[src/rtl/loader_pkg.sv]
// ============================================================================
// Module      : loader_pkg
// Description : Shared types and constants for the instruction-image loader.
// Revision    : 1.0
// ============================================================================
`default_nettype none

package loader_pkg;

    typedef enum logic [2:0] {
        WAIT_SYNC = 3'd0,
        GET_COUNT = 3'd1,
        GET_HI    = 3'd2,
        GET_LO    = 3'd3,
        GET_SUM   = 3'd4,
        DONE      = 3'd5,
        ERROR     = 3'd6
    } state_t;

    localparam logic [7:0] SYNC_BYTE_DEF = 8'hA5;
    localparam logic [7:0] RSVD_MASK     = 8'hFC;

endpackage

`default_nettype wire

[src/rtl/program_loader.sv]
// ============================================================================
// Module      : program_loader
// Description : Receives a framed byte image, writes 10-bit words to imem and
//               releases the CPU once the checksum has been verified.
// Revision    : 1.0
// ============================================================================
`default_nettype none

module program_loader
    import loader_pkg::*;
#(
    parameter int         ADDR_W    = 8,
    parameter int         INSTR_W   = 10,
    parameter logic [7:0] SYNC_BYTE = SYNC_BYTE_DEF
) (
    input  logic               clk,
    input  logic               reset,
    input  logic               in_valid,
    input  logic [7:0]         in_data,
    output logic               in_ready,
    output logic               imem_we,
    output logic [ADDR_W-1:0]  imem_addr,
    output logic [INSTR_W-1:0] imem_wdata,
    output logic               cpu_hold,
    output logic               done,
    output logic               error,
    output logic [ADDR_W:0]    words_loaded
);

    localparam int CNT_W = ADDR_W + 1;

    state_t           r_state;
    logic [CNT_W-1:0] r_word_count;
    logic [1:0]       r_hi_bits;
    logic [7:0]       r_checksum;
    logic             w_accept;

    assign w_accept = in_valid && in_ready;

    always_ff @(posedge clk) begin
        if (!reset) begin
            r_state      <= WAIT_SYNC;
            r_word_count <= '0;
            r_hi_bits    <= '0;
            r_checksum   <= '0;
            in_ready     <= 1'b1;
            imem_we      <= 1'b0;
            imem_addr    <= '0;
            imem_wdata   <= '0;
            cpu_hold     <= 1'b1;
            done         <= 1'b0;
            error        <= 1'b0;
            words_loaded <= '0;
        end else begin
            // Write strobe and the ready bubble each last a single cycle.
            imem_we  <= 1'b0;
            in_ready <= 1'b1;

            if (w_accept) begin
                case (r_state)
                    WAIT_SYNC: begin
                        if (in_data == SYNC_BYTE)
                            r_state <= GET_COUNT;
                    end

                    GET_COUNT: begin
                        // A count byte of zero stands for a full 2**ADDR_W image.
                        if (in_data == 8'h00)
                            r_word_count <= CNT_W'(1) << ADDR_W;
                        else
                            r_word_count <= CNT_W'(in_data);
                        imem_addr    <= '0;
                        words_loaded <= '0;
                        r_checksum   <= in_data;
                        r_state      <= GET_HI;
                    end

                    GET_HI: begin
                        if ((in_data & RSVD_MASK) != 8'h00) begin
                            error    <= 1'b1;
                            cpu_hold <= 1'b1;
                            r_state  <= ERROR;
                        end else begin
                            r_hi_bits  <= in_data[1:0];
                            r_checksum <= r_checksum ^ in_data;
                            r_state    <= GET_LO;
                        end
                    end

                    GET_LO: begin
                        r_checksum   <= r_checksum ^ in_data;
                        imem_we      <= 1'b1;
                        imem_addr    <= words_loaded[ADDR_W-1:0];
                        imem_wdata   <= INSTR_W'({r_hi_bits, in_data});
                        words_loaded <= words_loaded + CNT_W'(1);
                        in_ready     <= 1'b0;
                        if ((words_loaded + CNT_W'(1)) == r_word_count)
                            r_state <= GET_SUM;
                        else
                            r_state <= GET_HI;
                    end

                    GET_SUM: begin
                        if (in_data == r_checksum) begin
                            done     <= 1'b1;
                            cpu_hold <= 1'b0;
                            r_state  <= DONE;
                        end else begin
                            error    <= 1'b1;
                            cpu_hold <= 1'b1;
                            r_state  <= ERROR;
                        end
                    end

                    DONE: begin
                        if (in_data == SYNC_BYTE) begin
                            done     <= 1'b0;
                            cpu_hold <= 1'b1;
                            r_state  <= GET_COUNT;
                        end
                    end

                    ERROR: begin
                        if (in_data == SYNC_BYTE) begin
                            error   <= 1'b0;
                            r_state <= GET_COUNT;
                        end
                    end

                    default: begin
                        r_state <= WAIT_SYNC;
                    end
                endcase
            end
        end
    end

endmodule

`default_nettype wire

[config.mk]
export PLATFORM = sky130hd
export DESIGN_NAME = program_loader
export DESIGN_NICKNAME = d
export VERILOG_FILES = /design/src/rtl/loader_pkg.sv /design/src/rtl/program_loader.sv
export SDC_FILE = /design/constraint.sdc
export NUM_CORES = 1
export LEC_CHECK = 0
export ABC_AREA = 1
export CAP_MARGIN = 40
export CORE_MARGIN = 10
export CORE_UTILIZATION = 45
export DETAILED_ROUTE_END_ITERATION = 8
export MAX_ROUTING_LAYER = met4
export PLACE_DENSITY = 0.76
export SETUP_SLACK_MARGIN = 0.1
export SKIP_CTS_REPAIR_TIMING = 1
export SYNTH_ARGS = -nofsm -noshare
export SYNTH_HDL_FRONTEND = slang
export SYNTH_SLANG_ARGS = --single-unit
[constraint.sdc]
create_clock -name clk -period 4.85 [get_ports clk]
set_clock_uncertainty 0.1 [all_clocks]
set_input_delay 0.7275 -clock clk [delete_from_list [all_inputs] [get_ports clk]]
set_output_delay 0.7275 -clock clk [all_outputs]
set_load 0.01 [all_outputs]
==> impl_metrics.env <==
export IMPL_status="completed"
export IMPL_max_stage_delay_ns=0.51
export IMPL_cts_buffers=5
export IMPL_io_buffers=42
export IMPL_crit_arrival_ns=2.49
export IMPL_crit_fanout=4
export IMPL_drv_cap=0
export IMPL_grt_pass1_vias=2369
export IMPL_clockRootBuffer="clkbuf_8"
export IMPL_period_needed_ns=2.40
export IMPL_worst_hold_path_type="flop to flop"
export IMPL_gp_congestion=0.928
export IMPL_path_buf_inv=2
export IMPL_synth_top_family_by_area="simple AND/OR/NAND/NOR gates"
export IMPL_crit_path_cell_trace="clkdlybuf4s50_1, inv_1, nand4_1, nor3_1, nand3_1, a21oi_1, nand2_1, o21ai_0, o211ai_1"
export IMPL_total_leakage_power_nw=1.22
export IMPL_viasPerCell=5.21
export IMPL_fin_util=0.549
export IMPL_path_clk_slew_ns=0.10
export IMPL_end_kind="flop"
export IMPL_vias=2448
export IMPL_synthDistinctLibCells=38
export IMPL_net_switching_power_w=0.000176
export IMPL_synth_fa_ha_area_frac=0.00463
export IMPL_synth_compound_area_frac=0.203
export IMPL_antenna_left=0
export IMPL_wirelength_um=6360
export IMPL_ys_warn_count=0
export IMPL_drcViolationCount=0
export IMPL_ctsHtreeMaxLevel=2
export IMPL_synth_xor_area_frac=0.0324
export IMPL_synth_cells=355
export IMPL_ys_ff_latch=54
export IMPL_syn_area_um2=2700
export IMPL_r2r_slack_ns=2.85
export IMPL_final_nets=406
export IMPL_antenna_found_initial=0
export IMPL_power_internal_w=0.000574
export IMPL_dpl_hpwl_um=4870
export IMPL_drt_pass1_iterations=4
export IMPL_final_cell_area_um2=3230
export IMPL_post_dp_cell_area_um2=3130
export IMPL_rsz0062_at_grt="no"
export IMPL_critPathRequiredTime_ns=4.94
export IMPL_syn2layout_area_growth_pct=19.7
export IMPL_drt_iter0_drc=87
export IMPL_syn_num_nets=367
export IMPL_p_seq_frac=0.591
export IMPL_ys_seq_area_frac=0.400
export IMPL_max_freq_ghz=0.416
export IMPL_initial_utilization=0.459
export IMPL_setup_viol=0
export IMPL_num_rows=28
export IMPL_worst_pin_slew_ns=0.628
export IMPL_fin_setup_tns_ns=0
export IMPL_swShare=0.235
export IMPL_grt_util_all_layers=0.137
export IMPL_pwr_share_clk=0.361
export IMPL_fin_crit_sh=0.495
export IMPL_cts_sinks=54
export IMPL_grt_pass1_wl_um=11000
export IMPL_synthSimpleGateAreaFrac=0.266
export IMPL_synthMuxAreaShare=0
export IMPL_criticalPathCategory="input port to flop"
export IMPL_critPathTopFamily="buffers and inverters"
export IMPL_dieArea_um2=9500
export IMPL_core_area_um2=5890
export IMPL_layout_drive_gt1_share=0.0962
export IMPL_maxSlewHeadroom=0.581
export IMPL_tritoncts="done"
export IMPL_start_kind="input port"
export IMPL_cp_slowest_cell="clkdlybuf4s50_1"
export IMPL_clk_latency_ns=0.31
export IMPL_grt_max_degree=40
export IMPL_die_w_um=97.5
export IMPL_synth_avg_cell_area_um2=7.61
export IMPL_grt_ovfl_total=0
export IMPL_slew_violations=0
export IMPL_cts_max_path_buffers=2
export IMPL_die_h_um=97.5
export IMPL_wl_per_cell_um=13.5
export IMPL_vdd_ir_drop_max_v=0.000122
export IMPL_p_per_area_nw_per_um2=232
export IMPL_io_pins=43
export IMPL_antennaDiodeCount=0
export IMPL_finalHoldViolCount=0
export IMPL_comb_power_share=0.048
placed cells by master, fill, tap and decap left out, types with 4 or more instances in the layout:
master,instances
nand4_1,5
clkdlybuf4s50_1,42
nor2_1,28
xor2_1,5
a31oi_1,4
clkbuf_8,6
dfxtp_1,54
inv_2,7
o21ai_0,31
xnor2_1,5
nand3_1,24
nand2_1,72
a211oi_1,5
nand3b_1,5
inv_1,31
o21ai_2,7
a21oi_1,30
worst min-delay path: cells and delay by family (launching register included):
family	cells	cell delay, ns
compound gates	1	0.06
buf+inv	1	0.06
flops	1	0.31
through the flow:
step	setup WS [ns]	power, W	hold WS (ns)	cells
after floorplan	2.97	0.000473	0.330	355
after global placement	2.14	0.000490	0.348	462
after detailed placement	2.13	0.000490	0.347	462
after CTS	2.47	0.000758	0.362	470
after global routing	2.29	0.000777	0.400	470
final	2.45	0.000751	0.362	470
cell families after synthesis:
kind of cell | count (synthesis)
AO/OA/AOI/OAI | 90
XOR/XNOR | 10
adder cells (fa/ha/maj) | 1
buffers and inverters | 52
flip-flops | 54
AND/OR/NAND/NOR | 148
cells in the mapped netlist (all sizes together):
cell type / number / area, um^2
nand2: 72 / 270
dfxtp: 54 / 1080
inv: 41 / 164
o21ai: 40 / 238
nor2: 35 / 205
a21oi: 31 / 159
nand3: 25 / 130
buf: 8 / 77.6
a211oi: 5 / 37.5
nand3b: 5 / 37.5
nand4: 5 / 31.3
xnor2: 5 / 43.8
xor2: 5 / 43.8
a31oi: 4 / 25.0
nor3: 4 / 31.3
clkbuf: 3 / 11.3
o32ai: 3 / 26.3
a32o: 2 / 20.0
o31ai: 2 / 15.0
ha: 1 / 12.5
nor4: 1 / 6.26
o211ai: 1 / 7.51
o21bai: 1 / 7.51
o22ai: 1 / 12.5
or2: 1 / 6.26
layer usage:
metal,track usage,share of wire,wire length (um),up-vias
met4,0.0470,0.017,110,0
met2,0.213,0.46,2900,65
met5,-,0,0,-
met1,0.168,0.47,2990,1110
li1,-,-,-,1264
met3,0.0370,0.056,358,9
power groups by stage:
stage                     Sequential, W  Clock [W]  Combinational, W
after floorplan                0.000454          0         0.0000190
after global placement         0.000454          0         0.0000356
after detailed placement       0.000454          0         0.0000359
after CTS                      0.000444   0.000279         0.0000360
after global routing           0.000444   0.000293         0.0000399
final                          0.000444   0.000271         0.0000362
flip-flops by register name, summed over array words and instances, names as in the netlist:
name and flops:
r_state 3, imem_wdata 10, imem_we 1, r_hi_bits 2, cpu_hold 1, imem_addr 8
r_word_count 9, done 1, r_checksum 8, words_loaded 9, in_ready 1, error 1
worst paths after layout:
check,cells after the start,startpoint,to
worst max-delay path,9,in_data[6],cpu_hold$_SDFFE_PN1P_
worst min-delay path,2,r_hi_bits[1]$_SDFFE_PN0P_,imem_wdata[9]$_SDFFE_PN0P_
worst max register to register,12,words_loaded[0]$_SDFFE_PN0P_,r_state[1]$_SDFFE_PN0P_
worst min register to register,2,r_hi_bits[1]$_SDFFE_PN0P_,imem_wdata[9]$_SDFFE_PN0P_
area by class of cell:
type	instances	area, um^2
Tap cell	75	93.8
Timing Repair Buffer	43	428
Sequential cell	54	1080
Clock buffer	6	82.6
Multi-Input combinational cell	249	1370
Inverter	41	164
Clock inverter	2	16.3
Fill cell	549	2650
Note: power is estimated with default switching activity, not from simulation.
